`config.mk`:
```
export PLATFORM = sky130hd
export DESIGN_NAME = bus_scheduler
export DESIGN_NICKNAME = d
export VERILOG_FILES = /design/src/rtl/bus_pkg.sv /design/src/rtl/tenure_counter.sv /design/src/rtl/bus_scheduler.sv
export SDC_FILE = /design/constraint.sdc
export NUM_CORES = 1
export LEC_CHECK = 0
export ABC_AREA = 1
export BUFFER_PORTS_ARGS = -buffer_cell sky130_fd_sc_hd__buf_4
export CORE_MARGIN = 3
export CORE_UTILIZATION = 50
export CTS_BUF_LIST = sky130_fd_sc_hd__clkbuf_4
export CTS_CLUSTER_SIZE = 30
export DETAILED_ROUTE_END_ITERATION = 10
export PLACE_DENSITY_LB_ADDON = 0.05
export SLEW_MARGIN = 0
export SYNTH_ARGS = -nofsm -noshare
export SYNTH_HDL_FRONTEND = slang
export SYNTH_SLANG_ARGS = --single-unit
```
`constraint.sdc`:
```
create_clock -name clk -period 2.4 [get_ports clk]
set_input_delay 0.48 -clock clk [delete_from_list [all_inputs] [get_ports clk]]
set_output_delay 0.48 -clock clk [all_outputs]
set_load 0.05 [all_outputs]
```
`src/rtl/bus_pkg.sv`:
```
// bus_pkg: shared types for the two-master bus (scheduler, decoder, mux).
//   state_t  : scheduler FSM states (IDLE / GRANT / TURN)
//   master_t : master identity; the value doubles as the bit index of the
//              per-master vectors (parked, resume priority, eligibility).
package bus_pkg;

   typedef enum logic [1:0] {
      IDLE  = 2'd0,
      GRANT = 2'd1,
      TURN  = 2'd2
   } state_t;

   typedef enum logic {
      M1 = 1'b0,
      M2 = 1'b1
   } master_t;

   function automatic master_t other(input master_t m);
      return (m == M1) ? M2 : M1;
   endfunction

endpackage

```
`src/rtl/tenure_counter.sv`:
```
// tenure_counter: per-tenure transfer counter and watchdog.
//   clk, rst_n  : clock, async active-low reset
//   clear       : grant is starting; both counters restart from zero
//   run         : bus is in a granted tenure
//   done        : xfer_done pulse from the slave
//   hold_full   : hold count has saturated at HOLD_MAX-1
//   wd_expired  : watchdog has reached TIMEOUT_CYC-1
module tenure_counter #(
   parameter int HOLD_MAX    = 4,
   parameter int TIMEOUT_CYC = 64
) (
   input  logic clk,
   input  logic rst_n,
   input  logic clear,
   input  logic run,
   input  logic done,
   output logic hold_full,
   output logic wd_expired
);

   localparam int HW = $clog2(HOLD_MAX + 1);
   localparam int WW = $clog2(TIMEOUT_CYC + 1);
   localparam logic [HW-1:0] HOLD_TOP = HW'(HOLD_MAX - 1);
   localparam logic [WW-1:0] WD_TOP   = WW'(TIMEOUT_CYC - 1);

   logic [HW-1:0] hold_cnt;
   logic [WW-1:0] wd_cnt;

   always_ff @(posedge clk or negedge rst_n) begin
      if (!rst_n) begin
         hold_cnt <= '0;
         wd_cnt   <= '0;
      end else if (clear) begin
         hold_cnt <= '0;
         wd_cnt   <= '0;
      end else if (run) begin
         if (done) begin
            // A completed transfer proves the slave is alive.
            wd_cnt <= '0;
            if (hold_cnt != HOLD_TOP) hold_cnt <= hold_cnt + 1'b1;
         end else if (wd_cnt != WD_TOP) begin
            wd_cnt <= wd_cnt + 1'b1;
         end
      end
   end

   assign hold_full  = (hold_cnt == HOLD_TOP);
   assign wd_expired = (wd_cnt == WD_TOP);

endmodule

```
`src/rtl/bus_scheduler.sv`:
```
// bus_scheduler: two-master bus arbiter with hold-limit preemption,
// split/resume support and a per-tenure watchdog.
//   clk, rst_n           : clock, async active-low reset
//   m1_req, m2_req       : level requests, held for the whole tenure
//   xfer_done            : one-cycle transfer-complete pulse
//   split                : slave splits the current owner's transaction
//   split_done[1:0]      : resume master 1 (bit0) / master 2 (bit1)
//   m1_grant, m2_grant   : grants, decoded from registered state only
//   m_select             : 0 only while master 2 holds the bus
//   bus_busy             : either grant high
//   parked[1:0]          : per-master split-parked flags
//   timeout              : one-cycle pulse when the watchdog ends a tenure
module bus_scheduler
   import bus_pkg::*;
#(
   parameter int HOLD_MAX    = 4,
   parameter int TIMEOUT_CYC = 64
) (
   input  logic       clk,
   input  logic       rst_n,
   input  logic       m1_req,
   input  logic       m2_req,
   input  logic       xfer_done,
   input  logic       split,
   input  logic [1:0] split_done,
   output logic       m1_grant,
   output logic       m2_grant,
   output logic       m_select,
   output logic       bus_busy,
   output logic [1:0] parked,
   output logic       timeout
);

   state_t     state, state_nx;
   master_t    owner, owner_nx;
   master_t    target, target_nx;
   master_t    last_owner, last_nx;
   logic [1:0] resume, resume_nx;
   logic [1:0] parked_nx;
   logic       timeout_nx;
   logic       grant_start;
   logic       split_set;
   logic       hold_full, wd_expired;
   logic [1:0] elig;
   logic       owner_req;
   master_t    oth, pick;

   assign elig      = {m2_req & ~parked[1], m1_req & ~parked[0]};
   assign owner_req = (owner == M1) ? m1_req : m2_req;
   assign oth       = other(owner);

   tenure_counter #(
      .HOLD_MAX    (HOLD_MAX),
      .TIMEOUT_CYC (TIMEOUT_CYC)
   ) u_tenure (
      .clk        (clk),
      .rst_n      (rst_n),
      .clear      (grant_start),
      .run        (state == GRANT),
      .done       (xfer_done),
      .hold_full  (hold_full),
      .wd_expired (wd_expired)
   );

   // State register, with the bookkeeping that moves alongside it.
   always_ff @(posedge clk or negedge rst_n) begin
      if (!rst_n) begin
         state      <= IDLE;
         owner      <= M1;
         target     <= M1;
         last_owner <= M2;   // master 1 wins the first tie
         parked     <= 2'b00;
         resume     <= 2'b00;
         timeout    <= 1'b0;
      end else begin
         state      <= state_nx;
         owner      <= owner_nx;
         target     <= target_nx;
         last_owner <= last_nx;
         parked     <= parked_nx;
         resume     <= resume_nx;
         timeout    <= timeout_nx;
      end
   end

   // Next-state logic.
   always_comb begin
      state_nx    = state;
      owner_nx    = owner;
      target_nx   = target;
      last_nx     = last_owner;
      timeout_nx  = 1'b0;
      grant_start = 1'b0;
      split_set   = 1'b0;
      pick        = M1;

      unique case (state)
         IDLE: begin
            if (elig == 2'b11) begin
               if (resume == 2'b01)      pick = M1;
               else if (resume == 2'b10) pick = M2;
               else                      pick = other(last_owner);
            end else begin
               pick = elig[1] ? M2 : M1;
            end
            if (|elig) begin
               state_nx    = GRANT;
               owner_nx    = pick;
               grant_start = 1'b1;
            end
         end
         GRANT: begin
            // Priority: split, owner release, watchdog, hold-limit preemption.
            if (split || !owner_req) begin
               split_set = split;
               last_nx   = owner;
               target_nx = oth;
               state_nx  = elig[oth] ? TURN : IDLE;
            end else if (wd_expired && !xfer_done) begin
               timeout_nx = 1'b1;
               last_nx    = owner;
               state_nx   = IDLE;
            end else if (xfer_done && hold_full && elig[oth]) begin
               last_nx   = owner;
               target_nx = oth;
               state_nx  = TURN;
            end
         end
         TURN: begin
            if (elig[target]) begin
               state_nx    = GRANT;
               owner_nx    = target;
               grant_start = 1'b1;
            end else begin
               state_nx = IDLE;
            end
         end
         default: state_nx = IDLE;
      endcase
   end

   // Park / resume flags. A split_done for a master that is not parked is
   // dropped; the resume bit is consumed by that master's next grant.
   always_comb begin
      parked_nx = parked;
      resume_nx = resume;
      for (int i = 0; i < 2; i++) begin
         if (split_done[i] && parked[i]) begin
            parked_nx[i] = 1'b0;
            resume_nx[i] = 1'b1;
         end
      end
      if (split_set)   parked_nx[owner]    = 1'b1;
      if (grant_start) resume_nx[owner_nx] = 1'b0;
   end

   // Outputs, decoded from registered state only.
   always_comb begin
      m1_grant = (state == GRANT) && (owner == M1);
      m2_grant = (state == GRANT) && (owner == M2);
      m_select = ~m2_grant;
      bus_busy = m1_grant | m2_grant;
   end

endmodule

```
==> qor.yml <==
placement:
  gp_congestion: 0.8056
  dp_slack_ps: 820.6
  port_buffers: 14
  hpwlAfterDp_um: 1970
critical_path:
  path_max_fanout: 9
  cp.arrival_ps: 1430
  critPathLaunchType: "flip-flop"
  slowest_stage: "dfrtp_1"
  critical_path.top_delay_family: "flip-flops"
  cpPeakStageDelay_ps: 480
  crit_top_cell: "inv_1"
  path_class: "flip-flop to output port"
  end_kind: "output port"
  cp_cell_sequence: "nor2_8 -> inv_1 -> nor2_2 -> inv_1 -> buf_4"
  worst-path-buf-inv: 3
  required_ps: 1920
clock_tree:
  clockRootBuffer: "clkbuf_4"
  cts-buffers-inserted: 3
  clock_sinks: 20
  htree_levels: 1
  cts_resized: 0
  clk_latency_ps: 300
  cts_tree: "built"
  clockBufferDepth: 2
  post-cts-setup-buffers: 0
  clk_pin_slew_ps: 130
  postCtsHoldBufs: 0
yosys:
  synth-seq-area-share: 0.4046
  syn_nets: 176
  ys_warn_count: 0
  synth_common_cells: "nand2_1 (52), nor2_1 (22), dfrtp_1 (19)"
  ys_seq_elements: 20
  syn-cell-area_mm2: 0.001240
  yosys.area.top_type: "dfrtp_1"
  syn-mean-instance-area_um2: 7.515
  synth_most_common_cell: "nand2_1"
  async_reset_ff_frac: 1.000
  synthFlopType: "dfrtp_1"
  synth_top_area_frac: 0.3835
  synth-edff-count: 0
  netlist_instances: 165
  synth_cell_type_count: 27
  ys_top_cells_by_area: "dfrtp_1 (38%), nand2_1 (16%), nor2_1 (6.7%), nand3_1 (6.1%), inv_1 (4.8%)"
sta:
  fin_hold_ws_ps: 26.54
  finClkSkew_ps: 13.96
  maxSlewViolCount: 0
  finalSetupViolCount: 0
  max_freq_ghz: 0.5243
  fin_ws_ps: 492.7
  period_minus_slack_ps: 1907
  hold_viol: 0
  timing_worst_slew_pin_value_ps: 345.4
  setup_tns_ps: 0
  rsz0062_at_grt: "no"
  finalCritPeriodShare: 0.7947
  relSlewSlack: 0.7680
floorplanning:
  placementRows: 17
  die_y_um: 55.80
  dieArea_mm2: 0.003114
  coreArea_mm2: 0.002276
  io_pins: 15
  die_w_um: 55.80
  start_util: 0.5448
routing:
  drt_wl_total_um: 2545
  drt_first_pass_iters: 4
  wl_per_cell_um: 12.12
  vias: 1069
  ant_nets: 0
  drc_errors: 0
  drt-initial-drc-count: 33
  vias_per_cell: 5.090
pwr:
  ir_worst_vdd_mv: 0.7152
  power_density_mw_per_mm2: 1246
  design_power_total_mw: 1.771
  p_leak_nw: 0.7314
run_status:
  status: "complete, no violations"
grt:
  overflow: 0
  grt_max_degree: 21
  grt_pass1_vias: 1100
  antenna_found_initial: 0
  track_usage: 0.1890
  grt_pass1_wl_um: 4761
cells_and_area:
  nets: 194
  drive_above_1_share: 0.1758
  antenna_cells: 0
  area_delta_synth_final_pct: 14.63
  fill_cells: 221
min_path:
  hold_path_class: "primary input to async pin"
job:
  max_cap_violations: 0
## flip-flops by register name, indices dropped and copies added, names as in the netlist
register,cells
u_tenure.wd_cnt,7
target,1
state,2
resume,2
last_owner,1
timeout,1
u_tenure.hold_cnt,3
owner,1
parked,2
## metal layers
metal	global-route usage	up-vias	share of wire
met5	0	-	0
met2	0.3480	19	0.50
met1	0.2245	493	0.46
li1	-	555	-
met3	0.03248	2	0.041
met4	0.04861	0	0.0055
## worst paths after layout
path	start	cells past startpoint	to	slack, ps
max	state[1]$_DFFE_PN0P_	5	m_select	490
min	rst_n	1	state[0]$_DFFE_PN0P_	30
max reg2reg	owner$_DFF_PN0_	6	state[1]$_DFFE_PN0P_	860
min reg2reg	last_owner$_DFFE_PN1P_	2	last_owner$_DFFE_PN1P_	470
max in group asynchronous	rst_n	1	last_owner$_DFFE_PN1P_	2090
min in group clk	split_done[0]	2	parked[0]$_DFF_PN0_	360
## layout make-up
type	count	area [µm²]	share of cell area
Clock buffer	3	22.52	0.01585
Clock inverter	1	30.03	0.02113
Inverter	20	82.58	0.05810
Multi-Input combinational cell	124	644.4	0.4533
Sequential cell	20	501.7	0.3530
Tap cell	28	35.03	0.02465
Timing Repair Buffer	14	105.1	0.07394
## layout by cell type (no fill, tap or decap)
cell | Yosys | layout
a21oi_1 | 5 | 5
buf_4 | 0 | 14
bufinv_16 | 0 | 1
clkbuf_4 | 0 | 3
dfrtp_1 | 19 | 19
dfstp_2 | 1 | 1
ha_1 | 3 | 3
inv_1 | 16 | 16
inv_2 | 2 | 2
inv_4 | 1 | 1
inv_6 | 1 | 1
nand2_1 | 52 | 52
nand2_4 | 3 | 3
nand3_1 | 15 | 15
nand3_2 | 1 | 1
nand3b_1 | 1 | 1
nand3b_2 | 1 | 1
nor2_1 | 22 | 21
nor2_2 | 0 | 1
nor2_4 | 1 | 1
nor2_8 | 2 | 2
nor3_1 | 4 | 4
nor3b_1 | 1 | 1
o21ai_0 | 4 | 4
o21ai_1 | 1 | 1
o21bai_1 | 2 | 2
o22ai_1 | 2 | 2
or2_0 | 1 | 1
xnor2_1 | 1 | 1
xor2_1 | 2 | 2
## power by group
part	internal (mW)	switching, mW
Combinational	0.295	0.662
Sequential	0.437	0.0991
Clock	0.169	0.109
Total	0.902	0.870
## through the flow
stage	utilization	area, µm²	instances
detailed placement	0.6014	1369	206
global placement	0.6014	1369	206
floorplan	-	1242	165
CTS	0.6245	1421	210
global route	0.6245	1421	210
finish	0.6245	1421	210
## worst register-to-register path, delay by kind of cell (launching register included)
| family | cells | cell delay (ps) |
|---|---|---|
| buf+inv | 1 | 220 |
| simple gates | 4 | 540 |
| compound gates | 1 | 170 |
| flops | 1 | 490 |
## cells by family after synthesis
| group | count (synthesis) | share of synthesized area |
|---|---|---|
| DFF | 20 | 0.4046 |
| and+or+nand+nor | 104 | 0.4036 |
| AOI/OAI and AO/OA | 14 | 0.06255 |
| buffers and inverters | 21 | 0.07771 |
| adders and majority gates | 3 | 0.03028 |
| xor gates and xnor gates | 3 | 0.02119 |
(Power assumes the default switching activity.)
